### src/rtl/stepper_phase_decoder_if.sv
// Bundles the coil observation inputs and the decoded motion outputs of the
// stepper phase decoder; the decoder takes the slave side.
interface stepper_phase_decoder_if #(
    parameter int POS_W = 16,
    parameter int PER_W = 16
);
    logic                    ena;
    logic [3:0]              coil_in;
    logic                    clr;
    logic signed [POS_W-1:0] position;
    logic                    dir;
    logic                    step_pulse;
    logic                    illegal;
    logic [1:0]              mode;
    logic [PER_W-1:0]        period;
    logic                    stall;

    modport master (
        output ena, coil_in, clr,
        input  position, dir, step_pulse, illegal, mode, period, stall
    );

    modport slave (
        input  ena, coil_in, clr,
        output position, dir, step_pulse, illegal, mode, period, stall
    );
endinterface

### src/rtl/stepper_phase_decoder.sv
// Decodes observed stepper coil drive into half-step position, direction,
// drive mode, step period and stall, with input sync and glitch filtering.
module stepper_phase_decoder #(
    parameter int POS_W     = 16,
    parameter int PER_W     = 16,
    parameter int FILT      = 2,
    parameter int STALL_CYC = 50000
) (
    input logic                    clk,
    input logic                    rst_n,
    stepper_phase_decoder_if.slave bus
);
    typedef enum logic {NOREF, TRACK} state_t;

    localparam logic [3:0]       FILT_N    = 4'(FILT);
    localparam logic [PER_W-1:0] STALL_THR = PER_W'(STALL_CYC);

    // Returns {valid, half-step index} for a coil pattern.
    function automatic logic [3:0] lut(input logic [3:0] p);
        case (p)
            4'b0001: lut = 4'b1000;
            4'b0011: lut = 4'b1001;
            4'b0010: lut = 4'b1010;
            4'b0110: lut = 4'b1011;
            4'b0100: lut = 4'b1100;
            4'b1100: lut = 4'b1101;
            4'b1000: lut = 4'b1110;
            4'b1001: lut = 4'b1111;
            default: lut = 4'b0000;
        endcase
    endfunction

    state_t                  state_q;
    logic [3:0]              s1_q, s2_q;
    logic [3:0]              cand_q, acc_q;
    logic [3:0]              cnt_q;
    logic [2:0]              ref_q;
    logic signed [POS_W-1:0] position_q;
    logic                    dir_q, step_pulse_q, illegal_q, stall_q;
    logic [1:0]              mode_q;
    logic [PER_W-1:0]        period_q, idle_q;

    logic                    accept, lut_vld, step_ok, take_step, stall_d;
    logic [2:0]              lut_idx, delta;
    logic signed [POS_W-1:0] delta_ext;
    logic [PER_W-1:0]        idle_d;

    always_comb begin
        accept             = (cnt_q >= FILT_N) && (cand_q != acc_q);
        {lut_vld, lut_idx} = lut(cand_q);
        delta              = lut_idx - ref_q;
        // Only +-1 and +-2 half-steps are physically plausible between samples.
        step_ok   = (delta == 3'd1) || (delta == 3'd2) || (delta == 3'd6) || (delta == 3'd7);
        take_step = accept && lut_vld && (state_q == TRACK) && step_ok;
        delta_ext = {{(POS_W-3){delta[2]}}, delta};
        idle_d    = take_step ? PER_W'(1) : ((&idle_q) ? idle_q : idle_q + PER_W'(1));
        stall_d   = (idle_d >= STALL_THR);
    end

    always_ff @(posedge clk) begin
        if (!rst_n) begin
            state_q      <= NOREF;
            s1_q         <= '0;
            s2_q         <= '0;
            cand_q       <= '0;
            acc_q        <= '0;
            cnt_q        <= '0;
            ref_q        <= '0;
            position_q   <= '0;
            dir_q        <= 1'b0;
            step_pulse_q <= 1'b0;
            illegal_q    <= 1'b0;
            mode_q       <= 2'b00;
            period_q     <= '0;
            idle_q       <= '0;
            stall_q      <= 1'b0;
        end else if (!bus.ena) begin
            step_pulse_q <= 1'b0;
        end else begin
            s1_q <= bus.coil_in;
            s2_q <= s1_q;
            if (s2_q == cand_q) begin
                if (cnt_q < FILT_N) cnt_q <= cnt_q + 4'd1;
            end else begin
                cand_q <= s2_q;
                cnt_q  <= 4'd1;
            end

            step_pulse_q <= 1'b0;
            if (accept) begin
                acc_q <= cand_q;
                if (cand_q == 4'b0000) begin
                    state_q <= NOREF;
                end else if (!lut_vld) begin
                    illegal_q <= 1'b1;
                end else if (state_q == NOREF) begin
                    ref_q   <= lut_idx;
                    state_q <= TRACK;
                end else begin
                    ref_q <= lut_idx;
                    if (step_ok) begin
                        step_pulse_q <= 1'b1;
                        dir_q        <= ~delta[2];
                        mode_q       <= delta[0] ? 2'b11 : (lut_idx[0] ? 2'b10 : 2'b01);
                        position_q   <= position_q + delta_ext;
                    end else begin
                        illegal_q <= 1'b1;
                    end
                end
            end

            if (take_step) period_q <= idle_q;
            idle_q  <= idle_d;
            stall_q <= stall_d;

            // Clear wins over a coincident step for position and error flag.
            if (bus.clr) begin
                position_q <= '0;
                illegal_q  <= 1'b0;
            end
        end
    end

    assign bus.position   = position_q;
    assign bus.dir        = dir_q;
    assign bus.step_pulse = step_pulse_q & bus.ena;
    assign bus.illegal    = illegal_q;
    assign bus.mode       = mode_q;
    assign bus.period     = period_q;
    assign bus.stall      = stall_q;
endmodule

### src/flat_wrapper.sv
// flat-port wrapper written by rule: the top's interface ports become plain ports
module stepper_phase_decoder_flat 
#(
    parameter int POS_W     = 16,
    parameter int PER_W     = 16,
    parameter int FILT      = 2,
    parameter int STALL_CYC = 50000
)
  (clk, rst_n, bus_ena, bus_coil_in, bus_clr, bus_position, bus_dir, bus_step_pulse, bus_illegal, bus_mode, bus_period, bus_stall);
  stepper_phase_decoder_if #(.POS_W(POS_W), .PER_W(PER_W)) bus_i ();
  input logic clk;
  input logic rst_n;
  input wire logic [$bits(bus_i.ena)-1:0] bus_ena;
  input wire logic [$bits(bus_i.coil_in)-1:0] bus_coil_in;
  input wire logic [$bits(bus_i.clr)-1:0] bus_clr;
  output wire logic [$bits(bus_i.position)-1:0] bus_position;
  output wire logic [$bits(bus_i.dir)-1:0] bus_dir;
  output wire logic [$bits(bus_i.step_pulse)-1:0] bus_step_pulse;
  output wire logic [$bits(bus_i.illegal)-1:0] bus_illegal;
  output wire logic [$bits(bus_i.mode)-1:0] bus_mode;
  output wire logic [$bits(bus_i.period)-1:0] bus_period;
  output wire logic [$bits(bus_i.stall)-1:0] bus_stall;
  assign bus_i.ena = bus_ena;
  assign bus_i.coil_in = bus_coil_in;
  assign bus_i.clr = bus_clr;
  assign bus_position = bus_i.position;
  assign bus_dir = bus_i.dir;
  assign bus_step_pulse = bus_i.step_pulse;
  assign bus_illegal = bus_i.illegal;
  assign bus_mode = bus_i.mode;
  assign bus_period = bus_i.period;
  assign bus_stall = bus_i.stall;
  stepper_phase_decoder #(.POS_W(POS_W), .PER_W(PER_W), .FILT(FILT), .STALL_CYC(STALL_CYC)) u_core (.clk(clk), .rst_n(rst_n), .bus(bus_i));
endmodule
### config.mk
export PLATFORM = sky130hd
export DESIGN_NAME = stepper_phase_decoder_flat
export DESIGN_NICKNAME = d
export VERILOG_FILES = /design/src/rtl/stepper_phase_decoder_if.sv /design/src/rtl/stepper_phase_decoder.sv /design/src/flat_wrapper.sv
export SDC_FILE = /design/constraint.sdc
export NUM_CORES = 1
export LEC_CHECK = 0
export BUFFER_PORTS_ARGS = -buffer_cell sky130_fd_sc_hd__buf_2
export CAP_MARGIN = 40
export CORE_MARGIN = 2
export CORE_UTILIZATION = 37
export DETAILED_ROUTE_END_ITERATION = 8
export PLACE_DENSITY = 0.61
export RECOVER_POWER = 100
export SLEW_MARGIN = 20
export SYNTH_ARGS = -nofsm -noshare
export SYNTH_HDL_FRONTEND = slang
export SYNTH_SLANG_ARGS = --single-unit
### constraint.sdc
create_clock -name clk -period 6.1 [get_ports clk]
set_clock_uncertainty 0.2 [all_clocks]
set_input_delay 1.22 -clock clk [delete_from_list [all_inputs] [get_ports clk]]
set_output_delay 1.22 -clock clk [all_outputs]
set_load 0.005 [all_outputs]
==> flow_results.org <==
** Floorplanning
- Area of the die :: 0.01273 mm^2
- The die is 112.8 um wide.
- For this configuration, the core starts out at a cell density of 0.3822.
- The core region is 0.01147 mm^2.
- Measured along the y axis, the die boundary spans 112.8 um.
- For this design the top-level I/O count stands at 46.
- In this run the core area contains 39 standard-cell rows.

** Pwr
- Power after layout :: 0.001232 W
- Summed over all nets, the switching power comes to 0.0002671 W.
- Cell Int Power :: 0.0009651 W
- Gate power share :: 0.051
- The share of total power dissipated in sequential elements is 0.446.
- Clk network pwr share :: 0.503
- In this run the power density over the cells is 245.7 mW/mm^2.
- Switching part of the total :: 0.2168
- Summed over all cells, the static leakage comes to 1.961 nW.
- Worst voltage drop across the vdd grid :: 0.2247 mV

** STA
- Setup violations remaining at the end of the flow were counted as 0.
- Normalized max-slew margin :: -0.6066
- Slew at the pin closest to its max-slew limit :: 2.410 ns
- Setup repair after global routing left no endpoint under its margin.
- Hold_ws :: 0.2524 ns
- The number of pins with negative max-slew slack in the final report was 49.
- For this run, the top clock speed supported by timing is 205.0 MHz.
- Summed over all failing endpoints, the final setup total negative slack is 0 ns.
- Clock period minus final worst setup slack :: 4.878 ns
- Final Hold Fails :: 0
- Final worst path period share :: 0.7997

** Clocking
- CTS Root Cell :: clkbuf_16
- Clock tree synthesis found a total of 82 sinks.
- H-tree Lvls :: 3
- TritonCTS built the clock tree.
- After clock tree synthesis, the setup repair step added 0 buffers.
- For this design, the CTS-stage hold fixing added 0 buffers.
- Number of gates resized after cts :: 0
- Clock buffer depth :: 2
- Clk pin slew, worst setup/hold paths :: 0.06 ns
- TritonCTS created 9 clock buffers.
- Clk Latency, worst-skew pair :: 0.34 ns

** Critical path
- Critical Setup Path Class :: input pin to output pin
- For the worst flop-to-flop path, the logic depth is 14.
- At the worst endpoint, the arrival time is 3.46 ns.
- Worst reg2reg setup slack :: 2.17 ns
- Startpoint type of the worst setup path :: input pin
- Along the worst path, the maximum fanout reaches 48.
- Reg2reg end :: u_core.bus.position[15]
- Critical Path Sink :: bus_step_pulse
- Tracing the worst setup path back leads to its startpoint at bus_ena.
- STA puts the critical path data required time at 4.68 ns.
- In this run the critical register-to-register path is launched from u_core.lut_idx[0].
- The worst setup path is captured at an output pin.

** Layout
- Most frequent cells in the layout :: dfxtp_1 (82), a21oi_1 (62), nor2_1 (60)
- After the last flow step, the layout net total stands at 602.
- Leaving out fill and tap cells, the most frequent cell in the layout is dfxtp_1.
- Share of cells above drive strength 1 :: 0.1059
- Design Area, Final :: 0.005016 mm^2
- Final Util :: 0.4374
- The number of antenna diodes in the final layout is 0.
- Relative to the synthesized area, the layout overhead comes to 14.44%.

** Global routing
- In the global route stage, overall resource usage came out at 0.1600.
- The number of global-route vias before repair is 3607.
- Wire length of the first global-routing pass :: 16810 um
- Entering global routing, the biggest net connects 63 pins.
- After global routing the overflow that remains totals 0.
- Initial antenna violation count :: 0

** Placement
- In this run the tool buffered the top-level ports with 45 buffer cells.
- Dpl hpwl :: 7112 um
- Routability-driven placement congestion ratio :: 0.8638
- Placed standard-cell area :: 0.004713 mm^2

** Drt
- First drt pass iteration count :: 5
- For this block, the via count after detailed routing is 3881.
- Via-per-instance ratio :: 5.398
- After detailed routing, the total wire length is 10110 um.
- Total DRC errors in the routed layout :: 0
- Routed length per instance :: 14.06 um
- The detail route stage leaves a number of antenna-violating nets equal to 0.
- Iteration-0 DRC Markers :: 139

** Logic synthesis
- Synth warnings :: 0
- Counting flops with an async set or reset pin after synthesis yields a share of 0.
- For this run, the register share of the synthesized area comes to 0.3745.
- Of the post-synthesis cell area, the dominant cell type holds 0.3745.
- In the synthesized netlist, the number of instances is 537.
- Number of distinct standard cells referenced by the synthesized netlist :: 62
- The synthesized design contains 0 enable-type register cells.
- Synthesis inferred 82 register bits.
- The number of nets handed over by synthesis was 568.
- Synth area leader :: dfxtp_1
- Cell area after synthesis :: 0.004383 mm^2
- In the post-synthesis netlist, the biggest area contributors are dfxtp_1 (37%), a21oi_1 (7.1%), ha_1 (6.0%).
- Most used flip-flop cell after synthesis :: dfxtp_1
- A synthesized cell averages 8.162 um^2.

** Status
- Run status :: complete, but fails checks
- Violations in the final reports :: capacitance limit, slew limit

** Flow run
- Count of maximum capacitance violations :: 1

** Min path
- The worst hold path belongs to the class flop to flop.
==> synthesized netlist by cell type, types with 6 or more instances <==
library cell,instances
clkbuf_1,18
nor2_1,60
nand3_1,35
a22oi_1,6
xnor2_1,19
nand4_1,6
ha_1,21
o21a_1,9
mux2i_1,20
nor4_1,7
nor3_1,14
dfxtp_1,82
inv_1,17
nand2_1,56
o21ai_0,24
a21oi_1,62
==> stage by stage <==
stage	setup WS (ns)	cells
6_report	1.222	719
2_1_floorplan	2.405	537
3_3_place_gp	2.380	702
3_5_place_dp	2.231	703
5_1_grt	0.9627	719
4_1_cts	2.206	719
==> power groups by stage <==
stage	sequential (W)	clock (W)	combinational, W
global placement	0.000561	0	0.0000603
global route	0.000550	0.000660	0.0000700
floorplan	0.000560	0	0.0000476
finish	0.000550	0.000620	0.0000623
CTS	0.000550	0.000635	0.0000634
detailed placement	0.000562	0	0.0000632
==> layout make-up <==
cell class	instances	area, um^2
fill	1139	6451
tap	143	178.9
inverter	17	63.81
timing repair buffer	48	222.7
multi-input combinational	413	2566
clock buffer	9	225.2
sequential	82	1642
clock inverter	7	117.6
==> sequential cells by signal (all words and copies together), names as in the netlist, 4 cells and up <==
signal               cells
u_core.bus.position     16
u_core.acc_q             4
u_core.bus.period       16
u_core.cand_q            4
u_core.idle_q           16
u_core.cnt_q             4
u_core.s1_q              4
u_core.s2_q              4
==> worst max-delay path, stage by stage <==
cell,delay [ns]
clkbuf_1,0.09
clkbuf_1,1.71
and2_1,0.29
buf_2,0.12
==> routing by layer <==
layer | wire, um | global-route usage | up-vias
met3 | 407 | 0.03053 | 9
li1 | - | - | 1995
met1 | 4948 | 0.2181 | 1806
met4 | 150 | 0.07073 | 0
met2 | 4602 | 0.2471 | 71
met5 | 0 | 0 | -
==> cells by family (layout without fill, tap and decap cells) <==
group	after synthesis	after routing	synth area share
muxes	22	22	0.05081
xor gates and xnor gates	24	24	0.05138
buffers and inverters	42	81	0.03739
DFF	82	82	0.3745
AOI/OAI and AO/OA	131	131	0.1810
and+or+nand+nor	213	213	0.2358
adders and majority gates	23	23	0.06908
==> worst min-delay path by stage <==
stage	startpoint	slack, ns	to	cells after the start
6_report	u_core.bus.period[11]	0.25	u_core.bus.period[11]	2
5_1_grt	u_core.bus.period[12]	0.26	u_core.bus.period[12]	2
4_1_cts	u_core.bus.period[11]	0.25	u_core.bus.period[11]	2
3_5_place_dp	u_core.bus.period[11]	0.25	u_core.bus.period[11]	2
3_3_place_gp	u_core.bus.mode[1]	0.24	u_core.bus.mode[1]	2
2_1_floorplan	u_core.acc_q[0]	0.25	u_core.acc_q[0]	2
Note: power is estimated with default switching activity, not from simulation.
